<file path="config.mk">
export PLATFORM = sky130hd
export DESIGN_NAME = pll_lock_ctrl
export DESIGN_NICKNAME = d
export VERILOG_FILES = /design/src/rtl/pll_ctrl_pkg.sv /design/src/rtl/sync2.sv /design/src/rtl/pll_lock_ctrl.sv
export SDC_FILE = /design/constraint.sdc
export NUM_CORES = 1
export LEC_CHECK = 0
export ABC_CLOCK_PERIOD_IN_PS = 3000
export CAP_MARGIN = 20
export CORE_ASPECT_RATIO = 1.4
export CORE_MARGIN = 10
export CORE_UTILIZATION = 53
export CTS_BUF_LIST = sky130_fd_sc_hd__clkbuf_4 sky130_fd_sc_hd__clkbuf_8
export DETAILED_ROUTE_END_ITERATION = 6
export PLACE_DENSITY = 0.77
export SYNTH_ARGS = -nofsm -noshare
export SYNTH_HDL_FRONTEND = slang
export SYNTH_SLANG_ARGS = --single-unit
</file>
<file path="constraint.sdc">
create_clock -name refclk -period 3 [get_ports refclk]
set_clock_uncertainty 0.1 [all_clocks]
set_input_delay 0.3 -clock refclk [delete_from_list [all_inputs] [get_ports refclk]]
set_output_delay 0.3 -clock refclk [all_outputs]
set_load 0.01 [all_outputs]
</file>
<file path="src/rtl/pll_ctrl_pkg.sv">
// pll_ctrl_pkg: shared state encoding and retry counter width for the PLL lock controller.
package pll_ctrl_pkg;
    typedef enum logic [2:0] {
        RESET_HOLD = 3'd0,
        WAIT_LOCK  = 3'd1,
        STABLE     = 3'd2,
        READY      = 3'd3,
        FAIL       = 3'd4
    } state_t;
    localparam int RETRY_W   = 2;
    localparam int RETRY_MAX = (1 << RETRY_W) - 1;
endpackage

</file>
<file path="src/rtl/sync2.sv">
// sync2: generic 2-flop synchronizer, async active-low reset, resets to 0.
module sync2 (
    input  logic clk,
    input  logic rst_n,
    input  logic d,
    output logic q
);
    logic meta;
    always_ff @(posedge clk or negedge rst_n)
        if (!rst_n) {q, meta} <= 2'b00;
        else {q, meta} <= {meta, d};
endmodule

</file>
<file path="src/rtl/pll_lock_ctrl.sv">
// pll_lock_ctrl: PLL reset/lock sequencer with lock timeout, debounce and bounded retries.
// Optional lock-loss statistics (loss_cnt, lock_loss) under PLL_LOCK_CTRL_LOSS_CNT_EN.
module pll_lock_ctrl
    import pll_ctrl_pkg::*;
#(
    parameter int RST_CYCLES    = 16,
    parameter int LOCK_TIMEOUT  = 4096,
    parameter int STABLE_CYCLES = 256,
    parameter int MAX_RETRY     = 3,
    parameter int CNT_W         = 16
) (
    input  logic               refclk,
    input  logic               reset_n,
    input  logic               extlock,
    input  logic               restart,
    output logic               pll_reset,
    output logic               ready,
    output logic               fail,
    output logic [RETRY_W-1:0] retry_cnt
`ifdef PLL_LOCK_CTRL_LOSS_CNT_EN
    ,
    output logic [7:0]         loss_cnt,
    output logic               lock_loss
`endif
);
    localparam logic [CNT_W-1:0]   RST_LAST = CNT_W'(RST_CYCLES - 1);
    localparam logic [CNT_W-1:0]   TO_LAST  = CNT_W'(LOCK_TIMEOUT - 1);
    localparam logic [CNT_W-1:0]   ST_LAST  = CNT_W'(STABLE_CYCLES - 1);
    localparam logic [RETRY_W-1:0] RETRY_LIM = RETRY_W'(MAX_RETRY > RETRY_MAX ? RETRY_MAX : MAX_RETRY);
    state_t             state, state_n;
    logic [CNT_W-1:0]   cnt, cnt_n;
    logic [RETRY_W-1:0] retry_n;
    logic               lock_s;
    sync2 u_sync (.clk(refclk), .rst_n(reset_n), .d(extlock), .q(lock_s));
    always_comb begin
        state_n = state;
        cnt_n   = cnt + 1'b1;
        retry_n = retry_cnt;
        case (state)
            RESET_HOLD: if (cnt == RST_LAST) begin
                state_n = WAIT_LOCK;
                cnt_n   = '0;
            end
            WAIT_LOCK: if (lock_s) begin
                state_n = STABLE;
                cnt_n   = '0;
            end else if (cnt == TO_LAST) begin
                cnt_n   = '0;
                state_n = retry_cnt < RETRY_LIM ? RESET_HOLD : FAIL;
                retry_n = retry_cnt < RETRY_LIM ? retry_cnt + 1'b1 : retry_cnt;
            end
            STABLE: if (!lock_s) begin
                state_n = WAIT_LOCK;
                cnt_n   = '0;
            end else if (cnt == ST_LAST) begin
                state_n = READY;
                cnt_n   = '0;
            end
            READY: begin
                cnt_n   = '0;
                state_n = lock_s ? READY : RESET_HOLD;
            end
            FAIL: cnt_n = '0;
            default: begin
                state_n = RESET_HOLD;
                cnt_n   = '0;
            end
        endcase
        if (restart) begin
            state_n = RESET_HOLD;
            cnt_n   = '0;
            retry_n = '0;
        end
    end
    // Outputs are registered from state_n so the PLL reset pin never sees decode glitches.
    always_ff @(posedge refclk or negedge reset_n)
        if (!reset_n) begin
            state     <= RESET_HOLD;
            cnt       <= '0;
            retry_cnt <= '0;
            pll_reset <= 1'b1;
            ready     <= 1'b0;
            fail      <= 1'b0;
        end else begin
            state     <= state_n;
            cnt       <= cnt_n;
            retry_cnt <= retry_n;
            pll_reset <= state_n == RESET_HOLD || state_n == FAIL;
            ready     <= state_n == READY;
            fail      <= state_n == FAIL;
        end
`ifdef PLL_LOCK_CTRL_LOSS_CNT_EN
    logic loss;
    assign loss = state == READY && !lock_s && !restart;
    always_ff @(posedge refclk or negedge reset_n)
        if (!reset_n) begin
            loss_cnt  <= '0;
            lock_loss <= 1'b0;
        end else begin
            lock_loss <= loss;
            loss_cnt  <= loss && loss_cnt != 8'hFF ? loss_cnt + 1'b1 : loss_cnt;
        end
`endif
endmodule
</file>
==> run_results.csv <==
group,metric,value,unit
route,drc_errors,0,
route,post_drt_wl_per_cell,14.54,um
cells_and_area,syn2layout_area_growth,10.60,%
critical_path,critPathKind,"flip-flop to flip-flop",
cells_and_area,diodes,0,
clock_tree,clockRootBuffer,"clkbuf_4",
synth,ys.flop_type,"dfrtp_1",
clock_tree,cts_tree,"done",
timing,worst_slew_pin_slew,0.5430,ns
synth,syn_area,1262,um^2
synth,ys_seq_area_frac,0.5164,
critical_path,cp_top_family,"compound AO/OA/AOI/OAI gates",
synth,yosysUniqueCellTypes,32,
die,die_h,77.75,um
route,vias,933,
clock_tree,cts-hold-fix-buffers,0,
timing,setup_tns,0,ns
die,rows,20,
critical_path,cp_slowest_cell,"or3b_2",
synth,synth_nets,127,
synth,yosys_warnings,0,
clock_tree,cts-htree-levels,1,
cells_and_area,finalNetCount,140,
timing,finalCritPeriodShare,0.8520,
global_routing,grt_use_total,0.1078,
die,core_area,2227,um^2
clock_tree,clockBufferDepth,2,
power_and_ir_drop,peakVddDrop,270.3,uV
die,pin_count,9,
critical_path,endpoint_kind,"flip-flop",
flow_run,maxCapViolations,0,
clock_tree,cts_setup_buffers,0,
timing,setup_slack,0.4439,ns
timing,fin_crit,2.556,ns
timing,finalHoldViolCount,0,
synth,ys_ff_latch,26,
power_and_ir_drop,p_switching,0.1180,mW
clock_tree,clk_latency,0.33,ns
die,start_util,0.5669,
global_routing,grt_pass1_wl,4126,um
global_routing,grt_max_degree,27,
synth,async_reset_ff_frac,1.000,
power_and_ir_drop,switching_share,0.2164,
cells_and_area,final_core_util,0.6270,
hold_path,hold_path_class,"input port to async pin",
global_routing,overflow,0,
placed_design,dp_hpwl,1692,um
die,fp.dieArea,4762,um^2
placed_design,io_buffers,8,
timing,finalSetupViolCount,0,
power_and_ir_drop,power_frac_comb,0.050,
timing,fmax,391.2,MHz
placed_design,place.gp.congestion,0.8611,
global_routing,grt_pass1_vias,930,
timing,rsz0062_at_grt,"false",
timing,slew_headroom,0.6329,
route,drtIter0Drc,28,
critical_path,max_stage_delay,0.48,ns
synth,synth-edff-count,0,
critical_path,path_depth,6,
power_and_ir_drop,p_leak,0.6125,nW
power_and_ir_drop,seq_power_share,0.661,
timing,final-max-slew-violation-count,0,
critical_path,crit_arrival,2.65,ns
route,drt.antenna.violating_nets,0,
route,postRouteWirelength,2254,um
critical_path,reg2reg_depth,6,
power_and_ir_drop,power_density,390.5,nW/um^2
critical_path,cp_data_required_time,3.10,ns
outcome,status,"finished clean",
synth,synthCells,121,
route,dr.pass1.iters,4,
critical_path,cp_max_fo,16,
critical_path,path_buf_inv,0,
clock_tree,cts_resized,0,
synth,avgSynthCellArea,10.43,um^2
power_and_ir_drop,intPower,0.4273,mW
critical_path,cp-start-kind,"flip-flop",
clock_tree,clock_sinks,26,
power_and_ir_drop,clockPowerShare,0.289,
route,vias_per_cell,6.019,
clock_tree,numCtsBuffers,3,
global_routing,grt_antenna_before_repair,0,
clock_tree,clk_pin_slew_worst_paths,0.13,ns
die,die_x,61.25,um
critical_path,crit_chain,"ha_1 > or3b_2 > o41ai_1 > o2bb2ai_1 > o21ai_4 > nor2_1",
placed_design,dp_slack,0.4457,ns
cells_and_area,drive_gt1_frac,0.1053,
## layout by cell type (no fill, tap or decap), types with 4 or more instances in the layout
cell and n:
nor2_1 24, dfrtp_1 25, and3_1 4, nand3_1 7, nand2_1 8, xnor2_1 4, xor2_1 11, a21oi_1 4
clkbuf_4 4, nand4_1 4, clkdlybuf4s50_1 8
## per-stage QoR
step                      hold WS [ns]  cell area (um^2)  cells  power (mW)
after global routing            0.2282              1396    155      0.5772
after detailed placement        0.2365              1366    151      0.3950
after floorplan               -0.09559              1262    121      0.3805
after CTS                       0.2267              1396    155      0.5521
after global placement          0.2365              1366    151      0.3940
final                           0.2222              1396    155      0.5452
## synthesized netlist by cell type (all sizes together), types with 2 or more instances
master / number / area, um^2
dfrtp: 25 / 625.6
nor2: 24 / 90.09
xor2: 11 / 96.34
nand2: 8 / 30.03
nand3: 7 / 35.03
or4: 5 / 47.55
a21oi: 4 / 20.02
and3: 4 / 25.02
nand4: 4 / 25.02
xnor2: 4 / 35.03
and4: 2 / 17.52
ha: 2 / 25.02
nor3: 2 / 10.01
or2: 2 / 12.51
or4bb: 2 / 22.52
## cell type report
type	instances	area (um^2)
fill	181	830.8
sequential	26	651.9
multi-input combinational	93	595.6
timing repair buffer	9	87.58
clock buffer	4	30.03
tap	22	27.53
inverter	1	3.754
## state kept, by name (all words and copies together) (netlist names)
| register | count |
|---|---|
| cnt | 16 |
| state | 3 |
| retry_cnt | 2 |
| fail | 1 |
| pll_reset | 1 |
| ready | 1 |
| u_sync.meta | 1 |
| u_sync.q | 1 |
## final timing paths
| check | start | end | slack, ns |
|---|---|---|---|
| min reg2reg | u_sync.meta$_DFF_PN0_ | u_sync.q$_DFF_PN0_ | 0.27 |
| min | reset_n | state[2]$_DFF_PN0_ | 0.22 |
| min in group refclk | u_sync.meta$_DFF_PN0_ | u_sync.q$_DFF_PN0_ | 0.27 |
| max | cnt[0]$_DFF_PN0_ | cnt[2]$_DFF_PN0_ | 0.44 |
| max reg2reg | cnt[0]$_DFF_PN0_ | cnt[2]$_DFF_PN0_ | 0.44 |
| max in group asynchronous | reset_n | pll_reset$_DFF_PN1_ | 2.28 |
## layer usage
| layer | track usage | part of all wire | up-vias |
|---|---|---|---|
| li1 | - | - | 452 |
| met1 | 0.1262 | 0.43 | 463 |
| met2 | 0.1790 | 0.52 | 13 |
| met3 | 0.02280 | 0.033 | 5 |
| met4 | 0.04817 | 0.019 | 0 |
| met5 | 0 | 0 | - |
## cells by family after synthesis
family,Yosys count,share of synthesized area
AO/OA/AOI/OAI,10,0.06047
flip-flops,26,0.5164
AND/OR/NAND/NOR,65,0.2795
multiplexers,1,0.007929
buffers and inverters,2,0.01189
adder cells (fa/ha/maj),2,0.01982
XOR/XNOR,15,0.1041
## power by group through the flow
stage / registers [mW] / clock network (mW) / logic, mW
2_1_floorplan: 0.366 / 0 / 0.0145
3_3_place_gp: 0.367 / 0 / 0.0273
3_5_place_dp: 0.367 / 0 / 0.0278
4_1_cts: 0.361 / 0.163 / 0.0280
5_1_grt: 0.362 / 0.184 / 0.0316
6_report: 0.361 / 0.157 / 0.0272
(Power assumes the default switching activity.)
